`config.mk`:
```
export PLATFORM = sky130hd
export DESIGN_NAME = vec_mem_seq_flat
export DESIGN_NICKNAME = d
export VERILOG_FILES = /design/src/rtl/vms_pkg.sv /design/src/rtl/vms_if.sv /design/src/rtl/vms_lane_buf.sv /design/src/rtl/vec_mem_seq.sv /design/src/flat_wrapper.sv
export SDC_FILE = /design/constraint.sdc
export NUM_CORES = 2
export LEC_CHECK = 0
export ABC_AREA = 1
export CAP_MARGIN = 20
export CORE_AREA = 2 2 436 438
export CTS_CLUSTER_DIAMETER = 80
export DETAILED_ROUTE_END_ITERATION = 10
export DIE_AREA = 0 0 438 440
export HOLD_SLACK_MARGIN = 0.06
export PLACE_DENSITY = 0.54
export SYNTH_ARGS = -nofsm -noshare
export SYNTH_HDL_FRONTEND = slang
export SYNTH_HIERARCHICAL = 1
export SYNTH_SLANG_ARGS = --single-unit
```
`constraint.sdc`:
```
create_clock -name clk -period 19.9 [get_ports clk]
set_input_delay 5.97 -clock clk [delete_from_list [all_inputs] [get_ports clk]]
set_output_delay 5.97 -clock clk [all_outputs]
set_load 0.005 [all_outputs]
```
`src/rtl/vms_pkg.sv`:
```
// Shared definitions for the vector memory sequencer: FSM state encoding,
// default geometry and the lane-packed vector type.
package vms_pkg;

  localparam int LANES_DEF = 16;
  localparam int AW_DEF    = 13;
  localparam int DW_DEF    = 32;

  typedef enum logic [1:0] {
    ST_IDLE  = 2'd0,
    ST_XFER  = 2'd1,
    ST_DRAIN = 2'd2,
    ST_RESP  = 2'd3
  } vmsState_e;

  typedef logic [LANES_DEF-1:0][DW_DEF-1:0] laneVec_t;

endpackage

```
`src/rtl/vms_if.sv`:
```
// CPU request/response and data-memory bus of the vector memory sequencer.
// Build option VMS_LANE_MASK_EN adds the per-lane request mask.
interface vms_if
  import vms_pkg::*;
#(
  parameter int LANES = LANES_DEF,
  parameter int AW    = AW_DEF,
  parameter int DW    = DW_DEF
);
  logic                       req_valid;
  logic                       req_ready;
  logic                       req_write;
  logic                       req_vec;
  logic [AW-1:0]              req_addr;
  logic [LANES-1:0][DW-1:0]   req_wdata;
`ifdef VMS_LANE_MASK_EN
  logic [LANES-1:0]           req_mask;
`endif
  logic                       rsp_valid;
  logic [LANES-1:0][DW-1:0]   rsp_rdata;
  logic                       busy;
  logic                       mem_en;
  logic                       mem_we;
  logic [AW-1:0]              mem_addr;
  logic [DW-1:0]              mem_wdata;
  logic [DW-1:0]              mem_rdata;

`ifdef VMS_LANE_MASK_EN
  modport master (
    output req_valid, req_write, req_vec, req_addr, req_wdata, req_mask, mem_rdata,
    input  req_ready, rsp_valid, rsp_rdata, busy, mem_en, mem_we, mem_addr, mem_wdata
  );
  modport slave (
    input  req_valid, req_write, req_vec, req_addr, req_wdata, req_mask, mem_rdata,
    output req_ready, rsp_valid, rsp_rdata, busy, mem_en, mem_we, mem_addr, mem_wdata
  );
`else
  modport master (
    output req_valid, req_write, req_vec, req_addr, req_wdata, mem_rdata,
    input  req_ready, rsp_valid, rsp_rdata, busy, mem_en, mem_we, mem_addr, mem_wdata
  );
  modport slave (
    input  req_valid, req_write, req_vec, req_addr, req_wdata, mem_rdata,
    output req_ready, rsp_valid, rsp_rdata, busy, mem_en, mem_we, mem_addr, mem_wdata
  );
`endif
endinterface

```
`src/rtl/vms_lane_buf.sv`:
```
// Load-result register: one DW-bit register per lane, cleared as a group
// when a load starts, then written one lane at a time.
module vms_lane_buf #(
  parameter int LANES = 16,
  parameter int DW    = 32,
  parameter int LW    = 4
) (
  input  logic                     clk,
  input  logic                     rst,
  input  logic                     clr,
  input  logic                     capEn,
  input  logic [LW-1:0]            capLane,
  input  logic [DW-1:0]            capData,
  output logic [LANES*DW-1:0]      laneData
);

  for (genvar gi = 0; gi < LANES; gi++) begin : genLane
    logic [DW-1:0] laneReg;

    always_ff @(posedge clk or posedge rst) begin
      if (rst) begin
        laneReg <= '0;
      end else if (clr) begin
        laneReg <= '0;
      end else if (capEn && (capLane == LW'(gi))) begin
        laneReg <= capData;
      end
    end

    assign laneData[gi*DW +: DW] = laneReg;
  end

endmodule

```
`src/rtl/vec_mem_seq.sv`:
```
// Vector/scalar load-store sequencer: serialises a LANES-wide request into
// single-word memory beats. Optional per-lane mask under VMS_LANE_MASK_EN.
module vec_mem_seq
  import vms_pkg::*;
#(
  parameter int LANES = LANES_DEF,
  parameter int AW    = AW_DEF,
  parameter int DW    = DW_DEF
) (
  input  logic  clk,
  input  logic  rst,
  vms_if.slave  bus
);

  localparam int LW = (LANES > 1) ? $clog2(LANES) : 1;

  localparam logic [1:0] IDLE  = ST_IDLE;
  localparam logic [1:0] XFER  = ST_XFER;
  localparam logic [1:0] DRAIN = ST_DRAIN;
  localparam logic [1:0] RESP  = ST_RESP;

  logic [1:0]               stateReg, stateNext;
  logic [LW-1:0]            beatReg;
  logic                     writeReg, vecReg;
  logic [AW-1:0]            baseReg;
  logic [LANES-1:0][DW-1:0] wdataReg;
  logic                     capEnReg;
  logic [LW-1:0]            capLaneReg;

  logic                     accept, lastBeat, laneActive, inXfer;
  logic [LW-1:0]            lane;
  logic [AW-1:0]            offset;
  logic [LANES*DW-1:0]      laneData;

  assign accept   = (stateReg == IDLE) && bus.req_valid;
  assign inXfer   = (stateReg == XFER);
  // Scalar accesses always travel in the top lane.
  assign lane     = vecReg ? beatReg : LW'(LANES - 1);
  assign lastBeat = !vecReg || (beatReg == LW'(LANES - 1));
  assign offset   = vecReg ? AW'(beatReg) : '0;

`ifdef VMS_LANE_MASK_EN
  logic [LANES-1:0] maskReg;

  always_ff @(posedge clk or posedge rst) begin
    if (rst) begin
      maskReg <= '0;
    end else if (accept) begin
      maskReg <= bus.req_mask;
    end
  end

  assign laneActive = maskReg[lane];
`else
  assign laneActive = 1'b1;
`endif

  always_comb begin
    stateNext = stateReg;
    case (stateReg)
      IDLE:    if (accept) stateNext = XFER;
      XFER:    if (lastBeat) stateNext = writeReg ? RESP : DRAIN;
      DRAIN:   stateNext = RESP;
      RESP:    stateNext = IDLE;
      default: stateNext = IDLE;
    endcase
  end

  always_ff @(posedge clk or posedge rst) begin
    if (rst) begin
      stateReg   <= IDLE;
      beatReg    <= '0;
      writeReg   <= 1'b0;
      vecReg     <= 1'b0;
      baseReg    <= '0;
      wdataReg   <= '0;
      capEnReg   <= 1'b0;
      capLaneReg <= '0;
    end else begin
      stateReg   <= stateNext;
      // Read data arrives one cycle after its strobe; remember where it goes.
      capEnReg   <= inXfer && !writeReg && laneActive;
      capLaneReg <= lane;
      if (accept) begin
        writeReg <= bus.req_write;
        vecReg   <= bus.req_vec;
        baseReg  <= bus.req_addr;
        wdataReg <= bus.req_wdata;
        beatReg  <= '0;
      end else if (inXfer) begin
        beatReg  <= beatReg + LW'(1);
      end
    end
  end

  vms_lane_buf #(
    .LANES (LANES),
    .DW    (DW),
    .LW    (LW)
  ) uLaneBuf (
    .clk      (clk),
    .rst      (rst),
    .clr      (accept && !bus.req_write),
    .capEn    (capEnReg),
    .capLane  (capLaneReg),
    .capData  (bus.mem_rdata),
    .laneData (laneData)
  );

  assign bus.req_ready = (stateReg == IDLE);
  assign bus.busy      = (stateReg != IDLE);
  assign bus.rsp_valid = (stateReg == RESP);
  assign bus.rsp_rdata = laneData;
  assign bus.mem_en    = inXfer && laneActive;
  assign bus.mem_we    = inXfer && writeReg;
  assign bus.mem_addr  = inXfer ? (baseReg + offset) : '0;
  assign bus.mem_wdata = (inXfer && writeReg) ? wdataReg[lane] : '0;

endmodule

```
`src/flat_wrapper.sv`:
```
// flat-port wrapper written by rule: the top's interface ports become plain ports
module vec_mem_seq_flat import vms_pkg::*;
#(
  parameter int LANES = LANES_DEF,
  parameter int AW    = AW_DEF,
  parameter int DW    = DW_DEF
)
  (clk, rst, bus_req_valid, bus_req_write, bus_req_vec, bus_req_addr, bus_req_wdata, bus_mem_rdata, bus_req_ready, bus_rsp_valid, bus_rsp_rdata, bus_busy, bus_mem_en, bus_mem_we, bus_mem_addr, bus_mem_wdata);
  vms_if #(.LANES(LANES), .AW(AW), .DW(DW)) bus_i ();
  input  logic clk;
  input  logic rst;
  input wire logic [$bits(bus_i.req_valid)-1:0] bus_req_valid;
  input wire logic [$bits(bus_i.req_write)-1:0] bus_req_write;
  input wire logic [$bits(bus_i.req_vec)-1:0] bus_req_vec;
  input wire logic [$bits(bus_i.req_addr)-1:0] bus_req_addr;
  input wire logic [$bits(bus_i.req_wdata)-1:0] bus_req_wdata;
  input wire logic [$bits(bus_i.mem_rdata)-1:0] bus_mem_rdata;
  output wire logic [$bits(bus_i.req_ready)-1:0] bus_req_ready;
  output wire logic [$bits(bus_i.rsp_valid)-1:0] bus_rsp_valid;
  output wire logic [$bits(bus_i.rsp_rdata)-1:0] bus_rsp_rdata;
  output wire logic [$bits(bus_i.busy)-1:0] bus_busy;
  output wire logic [$bits(bus_i.mem_en)-1:0] bus_mem_en;
  output wire logic [$bits(bus_i.mem_we)-1:0] bus_mem_we;
  output wire logic [$bits(bus_i.mem_addr)-1:0] bus_mem_addr;
  output wire logic [$bits(bus_i.mem_wdata)-1:0] bus_mem_wdata;
  assign bus_i.req_valid = bus_req_valid;
  assign bus_i.req_write = bus_req_write;
  assign bus_i.req_vec = bus_req_vec;
  assign bus_i.req_addr = bus_req_addr;
  assign bus_i.req_wdata = bus_req_wdata;
  assign bus_i.mem_rdata = bus_mem_rdata;
  assign bus_req_ready = bus_i.req_ready;
  assign bus_rsp_valid = bus_i.rsp_valid;
  assign bus_rsp_rdata = bus_i.rsp_rdata;
  assign bus_busy = bus_i.busy;
  assign bus_mem_en = bus_i.mem_en;
  assign bus_mem_we = bus_i.mem_we;
  assign bus_mem_addr = bus_i.mem_addr;
  assign bus_mem_wdata = bus_i.mem_wdata;
  vec_mem_seq #(.LANES(LANES), .AW(AW), .DW(DW)) u_core (.clk(clk), .rst(rst), .bus(bus_i));
endmodule
```
==> Word level (Yosys, flattened, before mapping) <==
Cells that the tools add are included.
{ "word_totals": {"in_bits": 562, "out_inout_bits": 562, "regBits": 1050} }
{ "op_classes": {"n_lt_le_gt_ge": 1, "reduce_logical": 45, "n_eq_ne": 21, "add_sub_neg": 2, "n_mux": 44} }
{ "ops": {"columns": ["cell", "count"], "rows": [
  ["$mux W32", 34],
  ["$bmux W32 S4", 1],
  ["$eq A4 B4 Y1 const B", 9],
  ["$reduce_bool A2 Y1", 18],
  ["$logic_and A1 B1 Y1", 20],
  ["$eq A4 B3 Y1 const B", 4],
  ["$mux W4", 4],
  ["$add A13 B13 Y13", 1],
  ["$mux W13", 1],
  ["$eq A4 B2 Y1 const B", 2],
  ["$pmux W2 S4", 1],
  ["$lt A4 B5 Y1 const B", 1],
  ["$add A4 B1 Y4 const B", 1],
  ["$eq A2 B2 Y1 const B", 2],
  ["$eq A4 B1 Y1 const B", 1],
  ["$logic_not A4 Y1", 1],
  ["$mux W2", 2],
  ["$ne A2 B1 Y1 const B", 2],
  ["$logic_not A1 Y1", 3],
  ["$eq A2 B1 Y1 const B", 1],
  ["$logic_not A2 Y1", 1],
  ["$reduce_and A2 Y1", 1],
  ["$logic_or A1 B1 Y1", 1],
  ["$mux W1", 1]
]} }

==> Logic depth before layout (Yosys ltp) <==
{ "logic_depth": {"depth_word": 4, "ltp_mapped": 15, "mapped_depth_nobuf": 12} }

==> Modules after synthesis <==
The synthesis kept the hierarchy.
{ "by_module_without_submodules": {"columns": ["module", "seq_area_each_um2", "area_each_um2", "cells_per_inst", "n_inst"], "rows": [
  ["vec_mem_seq", 13462.9, 25994.9, 3606, 1],
  ["vms_lane_buf", 12812.3, 20507.2, 2358, 1]
]} }

==> Worst setup path before layout <==
Ideal clock, no wire load.
{ "synth_timing": {"path_kind": "reg2out", "startpoint": "register u_core.beatReg[0]", "endpoint": "output bus_mem_addr[12]", "t_arrival_ns": 2.162, "stages_incl_launch_ff": 16, "setup_slack_ns": 11.768, "path_cell_list": "dfrtp_1 > buf_2 > buf_2 > buf_1 > nand2_1 > inv_1 > ha_1 > fa_1 > nand3_1 > nand2_1 > nand2_1 > nor2_1 > nand2_1 > nand2_1 > nand2_1 > nor2_1"} }
{ "synth_via": {"elab_chain_cells": 3} }
{ "synth_lines": {"columns": ["element", "line_no", "rtl"], "rows": [
  ["start, declared", "vec_mem_seq.sv:23", "logic [LW-1:0] beatReg;"],
  ["start signal, assigned", "vec_mem_seq.sv:91", "beatReg <= beatReg + LW'(1);"],
  ["$mux W4", "vec_mem_seq.sv:40", "assign offset = vecReg ? AW'(beatReg) : '0;"],
  ["$add A13 B13 Y13", "vec_mem_seq.sv:116", "assign bus.mem_addr = inXfer ? (baseReg + offset) : '0;"],
  ["$mux W13", "vec_mem_seq.sv:116", null],
  ["end, declared", "flat_wrapper.sv:24", "output wire logic [$bits(bus_i.mem_addr)-1:0] bus_mem_addr;"]
]} }
Every way passes these cells.

==> Final worst setup path <==
{ "layout_timing": {"startpoint": "register u_core.beatReg[0]", "endpoint": "output bus_mem_wdata[3]"} }
{ "layout_via": {"elab_chain_cells": 4} }
{ "layout_lines": {"columns": ["element", "line_no", "rtl"], "rows": [
  ["$mux W4", "vec_mem_seq.sv:38", "assign lane = vecReg ? beatReg : LW'(LANES - 1);"],
  ["$bmux W32 S4", "vec_mem_seq.sv:117", "assign bus.mem_wdata = (inXfer && writeReg) ? wdataReg[lane] : '0;"],
  ["$mux W32 (implied by the code)", "vec_mem_seq.sv:117", null],
  ["$mux W32", "vec_mem_seq.sv:117", null],
  ["end, declared", "flat_wrapper.sv:25", "output wire logic [$bits(bus_i.mem_wdata)-1:0] bus_mem_wdata;"]
]} }
Every way passes these cells. The select of a mux whose other input is x is not followed.

==> reports/qor.txt <==
Max Clock Skew - 0.0424 ns
cell taking the most area after synthesis - dfrtp_1
unrepaired setup endpoints after global routing - false
vias in the first global route - 43172
met3 Usage GRT - 0.0389
net switching share of the total power - 0.402
Initial DRC Count - 4520
post-CTS setup repair buffer count - 0
Place WS - 8.67 ns
placed insts - 9245
Via Count - 44399
WS Path Type - flip-flop to primary output
synthesized area per cell - 7.80 um2
Yosys top cell area share - 0.565
Seq pwr share - 0.369
cell area after synthesis - 46500 um2
Worst slew margin - 0.171
worst hold-check path type - flip-flop to flip-flop
first drt pass iteration count - 7
Adder-Cell Fraction of Synth Area - 0.00258
Layout Nets - 7428
Synth Flop Type - dfrtp_1
Synth Area in Compound Gates - 0.0169
initial antenna violation count - 30
fin crit share - 0.601
total CTS buffers - 120
top cells by area, synth - dfrtp_1, nand2_1, nand3_1
CTS tree - yes
I/O pin cnt - 1124
met1 Use GR - 0.271
Setup Viol. Count Final - 0
combinational family with the most area after synthesis - simple AND/OR/NAND/NOR gates
final instance area - 64300 um2
Setup crit end kind - primary output
Routed WL - 227 mm
number of buffers inserted by hold repair at cts - 0
Die H - 440 um
GRT Residual Overflow - 0
Post-Layout Cell Count - 9494
Die W - 438 um
Cells after Synth - 5964
CP arrival - 6.00 ns
register area share after synthesis - 0.565
syn nets - 6535
#FFs+latches synth - 1050
mux contribution to synthesized area - 0
H-tree levels - 3
post-synthesis async set-or-reset flop share - 1.00
layout cells sized above 1 - 0.0507
worst skew pair latency - 0.80 ns
Setup TNS Final - 0 ns
Max rail drop VDD - 0.0823 mV
Syn-to-layout area delta - 38.4%
Gate power share - 0.375
achievable frequency - 83.6 MHz
Global Route Usage Sum - 0.228
Via-to-Cell Ratio - 4.68
PwrDens - 144 nW/um2
Slew Viols, Final - 0
clock buffer depth - 3
Synthesis Warnings - 6
CTS root buf - clkbuf_16
CP Max Fanout - 131
final hold vios - 0
Max-cap violations - 0
Initial Utilization - 0.247
xor/xnor share of the synthesized area - 0.000377
core area - 189000 um2
hold slack - 0.469 ns
largest net degree at the start of global routing - 229
Net Sw Power - 3720 uW
first-pass GRT wire length - 320 mm
number of remaining DRC errors - 0
Int Pwr - 5530 uW
ANT nets after route - 0
IO Port Bufs - 1123
Setup crit start kind - flip-flop
Rows - 160
list of most frequent post-synthesis cells - nand2_1, dfrtp_1, nand3_1
DP HPWL - 162 mm
Post-DP Area - 60000 um2
Die Area - 193000 um2
status - complete, no violations
Post-synth EDFFs - 0
Tmin final - 11.97 ns
wire per inst - 23.9 um
CP required - 13.93 ns
Synth Area in Simple Gates - 0.362
Distinct cells, synth - 24
final worst slack - 7.93 ns
Clk pwr share - 0.256
clk slew on worst S/H paths - 0.06 ns
RePlAce Congestion - 0.954
routing usage on met2 - 0.390
Sink Count - 1050
cts repair resizes - 0
Tightest Pin Transition - 1.24 ns
fillers - 19859
most numerous cell in the Yosys netlist - nand2_1
Lkg Pwr - 0.0322 uW
most used routing layer - met2
==> metal layers <==
layer,up-vias,part of all wire,routed length (um)
met5,-,0.00021,47
met4,8,0.053,12100
met3,372,0.063,14200
met2,1825,0.50,113000
met1,21680,0.38,87000
li1,20514,-,-
==> placed cells by master (no fill, tap or decap), types with 3 or more instances in the layout <==
master,n
inv_2,9
clkbuf_1,22
bufinv_16,13
nand3_1,1003
o21ai_0,118
a21oi_1,13
ha_1,8
nand3_2,5
nand2_1,2926
nor2_2,28
clkdlybuf4s50_1,1123
clkinv_4,4
nor2_4,14
diode_2,22
inv_1,159
clkbuf_16,121
clkinv_2,26
o21ai_1,25
buf_12,10
buf_4,67
clkinv_16,3
clkbuf_8,26
nand2_2,3
clkinvlp_4,8
dfrtp_1,1048
nor2_1,157
inv_6,5
==> registers in the layout (all words and copies together), names as in the netlist <==
signal / count
u_core/beatReg: 4
u_core/vecReg: 1
u_core/stateReg: 2
u_core/capEnReg: 1
u_core/capLaneReg: 4
u_core/baseReg: 13
u_core/uLaneBuf/genLane.laneReg: 512
u_core/wdataReg: 512
u_core/writeReg: 1
==> metrics by stage <==
step / util / power (uW)
floorplan: - / 5090
global placement: 0.318 / 6890
detailed placement: 0.318 / 6910
CTS: 0.341 / 9320
global route: 0.341 / 9810
finish: 0.341 / 9260
==> critical path, stage by stage, from the launching register on <==
cell and delay (ns):
dfrtp_4 0.97, inv_6 0.44, nand2_8 0.68, buf_4 0.66, buf_4 0.70, nand2_1 0.11
nand3_1 0.11, nand3_1 0.09, nand3_1 0.13, nand2_1 0.17, nor2_1 0.45, clkdlybuf4s50_1 0.60
==> power groups by stage <==
stage | Sequential, uW | Combinational, uW | Clock [uW]
floorplan | 3230 | 1860 | 0
CTS | 3410 | 3490 | 2420
global placement | 3440 | 3460 | 0
finish | 3420 | 3470 | 2370
detailed placement | 3440 | 3470 | 0
global route | 3490 | 3820 | 2500
==> worst paths after layout <==
kind	slack (ns)	from	cells past startpoint	endpoint
min	0.47	u_core/writeReg	1	u_core/capEnReg
max in group asynchronous	11.01	rst	6	u_core/uLaneBuf/genLane[2].laneReg[19]
max reg2reg	15.57	u_core/stateReg[0]	9	u_core/uLaneBuf/genLane[14].laneReg[12]
min reg2reg	0.47	u_core/writeReg	1	u_core/capEnReg
min in group asynchronous	5.75	rst	2	u_core/baseReg[5]
max	7.93	u_core/beatReg[0]	11	bus_mem_wdata[3]
==> area by class of cell <==
type	instances	area, um2	share of cell area
antenna	22	55.1	0.000856
clock buffer	169	3470	0.0539
tap	2511	3140	0.0488
timing repair buffer	1202	12000	0.186
multi-input combinational	4308	18000	0.279
clock inverter	57	746	0.0116
sequential	1050	26300	0.408
inverter	175	689	0.0107
==> cells by family after synthesis <==
logic type | after synthesis
and+or+nand+nor | 4140
AOI/OAI and AO/OA | 157
DFF | 1050
adders and majority gates | 9
buffers and inverters | 606
xor gates and xnor gates | 2
(Power assumes the default switching activity.)
